<file path="src/rtl/cpu_controller.sv">
// Control unit for the 16-bit CPU: owns PC and IR, sequences fetch,
// and decodes the current state and IR into datapath control signals.
module cpu_controller #(
  parameter int PC_W = 7
) (
  input  logic            Clock,
  input  logic            Reset_n,
  input  logic [15:0]     I_Data,
  output logic [PC_W-1:0] I_Addr,
  output logic [7:0]      D_Addr,
  output logic            D_Wr,
  output logic            RF_s,
  output logic [3:0]      RF_W_Addr,
  output logic            RF_W_en,
  output logic [3:0]      RF_Ra_Addr,
  output logic [3:0]      RF_Rb_Addr,
  output logic [2:0]      ALU_s0,
  output logic [15:0]     IR_Out,
  output logic [3:0]      State_Out,
  output logic            Halted
);

  typedef enum logic [3:0] {
    S_INIT   = 4'd0,
    S_FETCH  = 4'd1,
    S_LATCH  = 4'd2,
    S_DECODE = 4'd3,
    S_NOOP   = 4'd4,
    S_STORE  = 4'd5,
    S_LOAD_A = 4'd6,
    S_LOAD_B = 4'd7,
    S_ADD    = 4'd8,
    S_SUB    = 4'd9,
    S_HALT   = 4'd10
  } state_e;

  localparam logic [3:0] OP_STORE = 4'h1;
  localparam logic [3:0] OP_LOAD  = 4'h2;
  localparam logic [3:0] OP_ADD   = 4'h3;
  localparam logic [3:0] OP_SUB   = 4'h4;
  localparam logic [3:0] OP_HALT  = 4'h5;

  state_e          state_q, state_d;
  logic [PC_W-1:0] pc_q, pc_d;
  logic [15:0]     ir_q, ir_d;

  always_comb begin
    state_d = state_q;
    pc_d    = pc_q;
    ir_d    = ir_q;
    unique case (state_q)
      S_INIT:   state_d = S_FETCH;
      S_FETCH:  state_d = S_LATCH;
      S_LATCH: begin
        state_d = S_DECODE;
        ir_d    = I_Data;
        pc_d    = pc_q + PC_W'(1);
      end
      S_DECODE: begin
        case (ir_q[15:12])
          OP_STORE: state_d = S_STORE;
          OP_LOAD:  state_d = S_LOAD_A;
          OP_ADD:   state_d = S_ADD;
          OP_SUB:   state_d = S_SUB;
          OP_HALT:  state_d = S_HALT;
          default:  state_d = S_NOOP;
        endcase
      end
      S_LOAD_A: state_d = S_LOAD_B;
      S_NOOP,
      S_STORE,
      S_LOAD_B,
      S_ADD,
      S_SUB:    state_d = S_FETCH;
      S_HALT:   state_d = S_HALT;
      default:  state_d = S_INIT;
    endcase
  end

  always_ff @(posedge Clock) begin
    if (!Reset_n) begin
      state_q <= S_INIT;
      pc_q    <= '0;
      ir_q    <= '0;
    end else begin
      state_q <= state_d;
      pc_q    <= pc_d;
      ir_q    <= ir_d;
    end
  end

  // Moore decode: every control output depends only on state and IR.
  always_comb begin
    D_Addr     = '0;
    D_Wr       = 1'b0;
    RF_s       = 1'b0;
    RF_W_Addr  = '0;
    RF_W_en    = 1'b0;
    RF_Ra_Addr = '0;
    RF_Rb_Addr = '0;
    ALU_s0     = 3'b000;
    unique case (state_q)
      S_STORE: begin
        D_Addr     = ir_q[11:4];
        RF_Ra_Addr = ir_q[3:0];
        D_Wr       = 1'b1;
      end
      S_LOAD_A: D_Addr = ir_q[11:4];
      S_LOAD_B: begin
        D_Addr    = ir_q[11:4];
        RF_s      = 1'b1;
        RF_W_Addr = ir_q[3:0];
        RF_W_en   = 1'b1;
      end
      S_ADD,
      S_SUB: begin
        RF_Ra_Addr = ir_q[11:8];
        RF_Rb_Addr = ir_q[7:4];
        RF_W_Addr  = ir_q[3:0];
        RF_W_en    = 1'b1;
        ALU_s0     = (state_q == S_ADD) ? 3'b001 : 3'b010;
      end
      default: ;
    endcase
  end

  assign I_Addr    = pc_q;
  assign IR_Out    = ir_q;
  assign State_Out = state_q;
  assign Halted    = (state_q == S_HALT);

endmodule
</file>
<file path="config.mk">
export PLATFORM = sky130hd
export DESIGN_NAME = cpu_controller
export DESIGN_NICKNAME = d
export VERILOG_FILES = /design/src/rtl/cpu_controller.sv
export SDC_FILE = /design/constraint.sdc
export NUM_CORES = 1
export LEC_CHECK = 0
export ABC_AREA = 1
export CORE_MARGIN = 5
export CORE_UTILIZATION = 35
export CTS_BUF_LIST = sky130_fd_sc_hd__clkbuf_4
export CTS_CLUSTER_SIZE = 25
export DETAILED_ROUTE_END_ITERATION = 10
export GPL_ROUTABILITY_DRIVEN = 0
export PLACE_DENSITY_LB_ADDON = 0.3
export SLEW_MARGIN = 30
export SYNTH_ARGS = -nofsm -noshare
export SYNTH_HDL_FRONTEND = slang
export SYNTH_SLANG_ARGS = --single-unit
</file>
<file path="constraint.sdc">
create_clock -name Clock -period 1.44 [get_ports Clock]
set_input_delay 0.144 -clock Clock [delete_from_list [all_inputs] [get_ports Clock]]
set_output_delay 0.144 -clock Clock [all_outputs]
set_load 0.05 [all_outputs]
</file>
# ---- Word level (Yosys, flattened, before mapping)
# Cells that the tools add are included.
dict set report totals {
  regBits 27
}
dict set report classes {
  add_sub_neg 1
  n_eq_ne 15
  muxes 11
  n_reduce_logical 5
}
# op n
set op_table {}
lappend op_table {{== test 4 x 3 -> 1 bit, second input constant} 6}
lappend op_table {{case mux 4 bit (6 select lines)} 1}
lappend op_table {{case mux 4 bit (5 select lines)} 1}
lappend op_table {{== test 4 x 2 -> 1 bit, second input constant} 4}
lappend op_table {{== test 4 bit, second input constant} 3}
lappend op_table {{== test 4 x 1 -> 1 bit, second input constant} 2}
lappend op_table {{two-way mux 4 bit} 2}
lappend op_table {{two-way mux 8 bit} 1}
lappend op_table {{case mux 4 bit (2 select lines)} 1}
lappend op_table {{adder 7 x 1 -> 7 bit, second input constant} 1}
lappend op_table {{OR reduction 3 bit} 2}
lappend op_table {{OR reduction 6 bit} 1}
lappend op_table {{zero test 4 bit} 1}
lappend op_table {{two-way mux 2 bit} 2}
lappend op_table {{two-way mux 1 bit} 3}
lappend op_table {{OR reduction 2 bit} 1}

# ---- Logic depth before layout (Yosys ltp)
# Gate-level depths: netlist of the first run.
dict set report depth {
  word_depth 3
  mapped_depth 8
  mapped_depth_nobuf 8
}

# ---- Least setup slack after synthesis of the first run
# OpenSTA, ideal clock, no wires.
dict set report synth_path {
  kind {register to output}
  startpoint {register state_q[2], in the netlist State_Out[2]}
  endpoint {output port RF_W_Addr[0]}
  t_arrival_ps 2958
  required_time_ps 1296
  path_slack_ps -1662
  stages_incl_launch_ff 5
  n_path_buf 0
  cell_sequence {dfxtp_1 > inv_1 > nor3_1 > nor2_1 > nor2_1}
}
dict set report synth_between {
  elab_chain_cells 3
}
# item line_no
set synth_lines {}
lappend synth_lines {{from (decl)} 43} ;# state_e state_q, state_d;
lappend synth_lines {{from (signal assigned)} 86} ;# state_q <= state_d;
lappend synth_lines {{== test 4 bit or == test 4 x 3 -> 1 bit (tied branches)} 102} ;# unique case (state_q)
lappend synth_lines {{OR reduction 3 bit (no line) *} --}
lappend synth_lines {{two-way mux 4 bit *} 102}
lappend synth_lines {{to (decl)} 13} ;# output logic [3:0] RF_W_Addr,
# Every way passes the cells marked *; elsewhere a longest branch is shown, timed or not.

# ---- Final worst setup path of the first run
dict set report layout_path {
  startpoint {register state_q[3], in the netlist State_Out[3]}
  endpoint {output port RF_W_Addr[0]}
}
# Same word-level chain as after synthesis.

==> results.tsv, run 1 <==
metric	value	unit
status	complete, but fails checks	
failing checks	negative setup slack	
Final nets	304	
Placed Cells	310	
Chip Height	70.9	um
number of DRC markers in iteration 0	167	
RSZ-0062 raised after global routing	true	
pin count of the biggest net entering global routing	36	
Ports	72	
overall power	0.00194	W
I/O Buffers	70	
DRT Wirelength	5710	um
clock transition at the registers of the reported paths	160	ps
Fin. Hold Viols	0	
Warnings, synthesis	0	
Net Sw Frac	39.7	%
synthesized area per cell	6.72	um^2
Slew Viols, Final	0	
count of cell types in the netlist	23	
Die Wd	70.9	um
post-synth top area share	41.7	%
pwr/cell area	663	nW/um^2
Util after Layout	80.7	%
Worst EP required	1300	ps
Synth Area in Compound Gates	19.7	%
CTS tree	built	
period utilization	123	%
Lkg Pwr	1.14	nW
H-tree depth	1	
Clock Latency Late Sink	340	ps
Hold WS	382	ps
Seq/Total Area, Yosys	41.7	%
Critical-path top delay cell	dfxtp_4	
post-synthesis cell count	193	
sw power	0.000771	W
Sum Neg Setup Slack	-8340	ps
Vias/cell	5.09	
# diodes	0	
P_int	0.00117	W
CP bufs+invs	4	
cell taking the most area after synthesis	dfxtp_1	
Period minus WS final	1770	ps
Post-synth top cells	nor2_1, inv_1, dfxtp_1	
DRT antenna net count	0	
Worst Path Max Fanout	5	
most frequent CP cell	nor2_4	
#FFs+latches synth	27	
drt drc	0	
via count	1691	
net count after synthesis	212	
core box area	3630	um^2
Final Worst Setup Slack	-328	ps
clock skew	16.2	ps
fin cells	332	
first-pass detailed-route iteration total	4	
layout cells sized above 1	51.4	%
grt total ovfl	0	
crit path capture type	primary output	
dpl hpwl	3550	um
worst setup path start	State_Out[3]$_SDFF_PN0_	
ys flop type	dfxtp_1	
number of synthesized flops with an enable pin	0	
GRT Overall Usage	19.4	%
Max VDD drop	0.607	mV
fmax	0.566	GHz
deepest clock path buffer count	2	
clk sinks	27	
Starting Density	35.7	%
Clk pwr share	19.0	%
Hold Crit Class	in -> reg	
drt wl/cell	17.2	um
WP data arrival	1620	ps
Setup violations, final	46	
adder-cell area share of the yosys netlist	0.965	%
Worst path max stage delay	410	ps
first-pass GRT wire length	7750	um
share of power burned in registers	44.0	%
reg-to-reg startpoint	State_Out[2]$_SDFF_PN0_	
startpoint types	flop	
type of the worst setup path	reg -> out	
overall die area	5020	um^2
FILL cells	214	
vias in the first global route	1513	
synth top area cells	dfxtp_1, nor2_1, a21oi_1, inv_1, nand2_1	
Post-Synth Simple-Gate Area	23.4	%
Post-Syn Area	1300	um^2
XOR/XNOR Fraction of Synth Area	0.676	%
Max Cap Viol	0	
FFs w/ async S/R, synth	0	%
area delta synth->final	126	%
row cnt	22	
Clock Tree Root	clkbuf_4	
crit-path cells	inv_4, nor2_2, inv_2, nor2_4, buf_6, nor2_4, nor2_4, buf_12	
TritonCTS Buffers	3	
largest family of logic cells by synthesized area	simple AND/OR/NAND/NOR gates	
initial antenna violation count	0	
min-delay src	I_Data[4]	
CP delay by family, top	simple AND/OR/NAND/NOR gates	
Comb pwr share	37.0	%
mux cell area share after synthesis	0	%
count leader, synth	nor2_1	
==> flip-flops by register name (all words and copies together) (netlist names) <==
register and flops:
State_Out 4, IR_Out 16, I_Addr 7
==> cell families (layout without fill, tap and decap cells) <==
logic type,after synthesis,count (layout)
buffers and inverters,39,130
XOR/XNOR,1,1
AO/OA/AOI/OAI,49,49
adder cells (fa/ha/maj),1,1
other,1,1
flip-flops,27,27
AND/OR/NAND/NOR,75,75
==> per-layer routing <==
layer  vias to the layer above  wire [um]  GRT usage (%)
met5                         -          0              0
met4                         0        197           9.19
met3                        16        304           2.41
met2                        75       3090           33.7
met1                       806       2110           23.6
li1                        794          -              -
==> cell type report <==
cell class | count | area (um^2) | share of cell area [%]
clock buffers | 4 | 30.0 | 1.02
repair buffers | 91 | 1190 | 40.7
repair inverters | 2 | 17.5 | 0.597
flip-flops and latches | 27 | 557 | 19.0
inverters | 33 | 155 | 5.29
well taps | 48 | 60.1 | 2.05
multi-input cells | 127 | 920 | 31.4
==> power by group through the flow <==
stage | registers (W) | logic, W | clock network [W]
final | 0.000856 | 0.000719 | 0.000369
after global routing | 0.000862 | 0.000760 | 0.000400
after CTS | 0.000850 | 0.000629 | 0.000362
after detailed placement | 0.000865 | 0.000609 | 0
after global placement | 0.000861 | 0.000598 | 0
after floorplan | 0.00104 | 0.000226 | 0
==> what timing repair did <==
| item | 4_1_cts | 5_1_grt |
|---|---|---|
| buffers inserted | 11 | 7 |
| hold buffers | 0 | 0 |
| cloned | 0 | 2 |
| endpoints found under the setup margin | 25 | 49 |
| pin swaps | 6 | 7 |
| gates resized for setup | 18 | 41 |
==> placed cells by master, fill, tap and decap left out <==
cell / count
buf_12: 35
clkinv_8: 1
nor2_2: 6
a21oi_2: 1
o21bai_1: 1
dfxtp_1: 22
buf_4: 31
nand3_2: 1
nand3_1: 7
nand2_1: 21
nand2_4: 2
ha_1: 1
clkbuf_4: 4
o21ai_0: 1
o22ai_4: 4
o21ai_1: 4
nor3_4: 1
conb_1: 1
inv_4: 1
dfxtp_2: 1
o21ai_2: 14
inv_12: 1
clkinvlp_4: 1
nand4_1: 1
a21oi_1: 23
nand2_2: 2
dfxtp_4: 4
nor2_4: 22
xor2_1: 1
nand2_8: 1
inv_1: 26
o211ai_1: 1
clkdlybuf4s50_1: 17
buf_6: 8
inv_2: 3
inv_6: 2
nor2_1: 11
==> worst paths after layout <==
check	end	slack, ps	depth (start not counted)
hold / removal	IR_Out[4]$_SDFFE_PN0N_	380	3
hold reg to reg	IR_Out[15]$_SDFFE_PN0N_	530	2
setup / recovery	RF_W_Addr[0]	-330	8
setup reg to reg	IR_Out[3]$_SDFFE_PN0N_	-130	9
==> stage by stage <==
stage               worst slack [ps]  instance area (um^2)
finish                          -328                  2930
global route                    -386                  2930
CTS                             -266                  2750
detailed placement              17.2                  2580
global placement                69.1                  2580
floorplan                       -230                  1530
==> worst register-to-register path, stage by stage (launching register included) <==
cell and delay [ps]:
dfxtp_4 390, clkinvlp_4 130, buf_4 130, buf_6 100
nand2_4 60, nor2_4 250, buf_12 150, clkinv_8 70
o21ai_2 150, a21oi_1 60
Note: power is estimated with default switching activity, not from simulation.
==> run 2, diff against run 1 <==
--- a/config.mk
+++ b/config.mk
@@ -6,6 +6,7 @@
 export NUM_CORES = 1
 export LEC_CHECK = 0
 export ABC_AREA = 1
+export CORE_ASPECT_RATIO = 1.5
 export CORE_MARGIN = 5
 export CORE_UTILIZATION = 35
 export CTS_BUF_LIST = sky130_fd_sc_hd__clkbuf_4
==> results.tsv, run 2 (same netlist as run 1, synthesis figures left out) <==
metric	value	unit	change
row cnt	27		+23%
Hold WS	407	ps	+25.3 ps
# diodes	0		unchanged
startpoint types	flop		
vias in the first global route	1590		+5.1%
number of flip-flops in the largest register	16		unchanged
Final nets	300		-1.3%
type of the worst setup path	reg -> out		
status	complete, but fails checks		
pin count of the biggest net entering global routing	36		unchanged
Chip Height	84.5	um	+19%
most frequent cells in the layout	buf_12, buf_4, inv_1		
Ports	72		unchanged
Vias/cell	4.84		-5.1%
deepest clock path buffer count	2		unchanged
clock transition at the registers of the reported paths	150	ps	about the same
overall die area	5050	um^2	+0.51%
grt total ovfl	0		unchanged
drt drc	0		unchanged
number of DRC markers in iteration 0	38		-77%
pwr/cell area	664	nW/um^2	+0.28%
Sum Neg Setup Slack	-5090	ps	+3250 ps
Worst Path Max Fanout	5		unchanged
Period minus WS final	1710	ps	-54.9 ps
Worst EP required	1300	ps	about the same
RSZ-0062 raised after global routing	true		
fin cells	323		-2.7%
Max VDD drop	0.707	mV	+17%
first-pass GRT wire length	7250	um	-6.5%
Util after Layout	77.3	%	-3.5 points
Clock Latency Late Sink	330	ps	about the same
fmax	0.584	GHz	+3.2%
core box area	3610	um^2	-0.52%
layout cells sized above 1	43.9	%	-7.5 points
CTS tree	built		
WP data arrival	1570	ps	-50 ps
pre-CTS setup slack	58.2	ps	+41.0 ps
Clock Tree Root	clkbuf_4		
hold_buf cts	0		unchanged
first-pass detailed-route iteration total	4		unchanged
Max Cap Viol	0		unchanged
FILL cells	228		+6.5%
Placed Cells	306		-1.3%
drt wl/cell	14.3	um	-17%
Starting Density	35.9	%	+0.19 points
clk sinks	27		unchanged
H-tree depth	1		unchanged
Final Worst Setup Slack	-273	ps	+54.9 ps
crit path capture type	primary output		
via count	1562		-7.6%
initial antenna violation count	0		unchanged
TritonCTS Buffers	3		unchanged
Die Wd	59.7	um	-16%
Lkg Pwr	1.10	nW	-3.4%
I/O Buffers	70		unchanged
dpl hpwl	3440	um	-3.0%
DRT Wirelength	4610	um	-19%
DRT antenna net count	0		unchanged
Fin. Hold Viols	0		unchanged
clock skew	11.5	ps	-4.74 ps
commonest non-fill, non-tap cell in the layout	buf_12		
Hold Crit Class	in -> reg		
period utilization	119	%	-3.8 points
area delta synth->final	115	%	
Slew Viols, Final	0		unchanged
GRT Overall Usage	18.2	%	-1.2 points
failing checks	negative setup slack		
Setup violations, final	26		-43%
-- run 2: changes by cell type in the layout (fill, tap and decap cells not counted), sizes merged --
cell / delta
buf: -2
clkinv: -1
clkinvlp: -1
-- run 2: path summary, 6_finish.rpt --
path	cells after the start	end	slack, ps	from
max	8	RF_W_en	-270	State_Out[3]$_SDFF_PN0_
max reg2reg	6	IR_Out[11]$_SDFFE_PN0N_	50	State_Out[1]$_SDFF_PN0_
min reg2reg	2	I_Addr[3]$_SDFFE_PN0N_	520	I_Addr[3]$_SDFFE_PN0N_
min	3	IR_Out[5]$_SDFFE_PN0N_	410	I_Data[5]
-- run 2: worst max-delay path, stage by stage (launching register included) --
cell	delay, ps
dfxtp_4	400
inv_4	60
nor2_4	30
inv_2	80
nor2_4	50
buf_6	120
nor2_4	260
inv_2	90
buf_12	160
-- run 2: metrics by stage --
step                      power (W)  area [um^2]
after floorplan             0.00126         1530
after global placement      0.00146         2560
after detailed placement    0.00147         2560
after CTS                   0.00185         2760
after global routing        0.00194         2790
final                       0.00186         2790
-- run 2: timing repair --
item / CTS / global route
setup buffers: 12 / 2
setup endpoints to repair: 26 / 33
resized for setup: 24 / 9
pin swaps: 10 / 4
-- run 2: final cells by class --
cell class / count / area, um^2 / area share (%)
inverter: 33 / 144 / 5.15
multi-input combinational: 127 / 851 / 30.5
sequential: 27 / 557 / 19.9
tap: 43 / 53.8 / 1.93
timing repair buffer: 89 / 1160 / 41.4
clock buffer: 4 / 30.0 / 1.08
-- run 2: layer usage --
metal / track usage, % / wire length [um]
met2: 35.7 / 2720
met1: 18.5 / 1520
met3: 1.85 / 257
met4: 6.25 / 107
met5: 0 / 0
-- run 2: report_power, final --
group          internal, W  switching [W]  leakage [nW]  total, W
Sequential        0.000799      0.0000529         0.223  0.000852
Combinational     0.000223       0.000423         0.862  0.000646
Clock             0.000128       0.000230        0.0184  0.000358
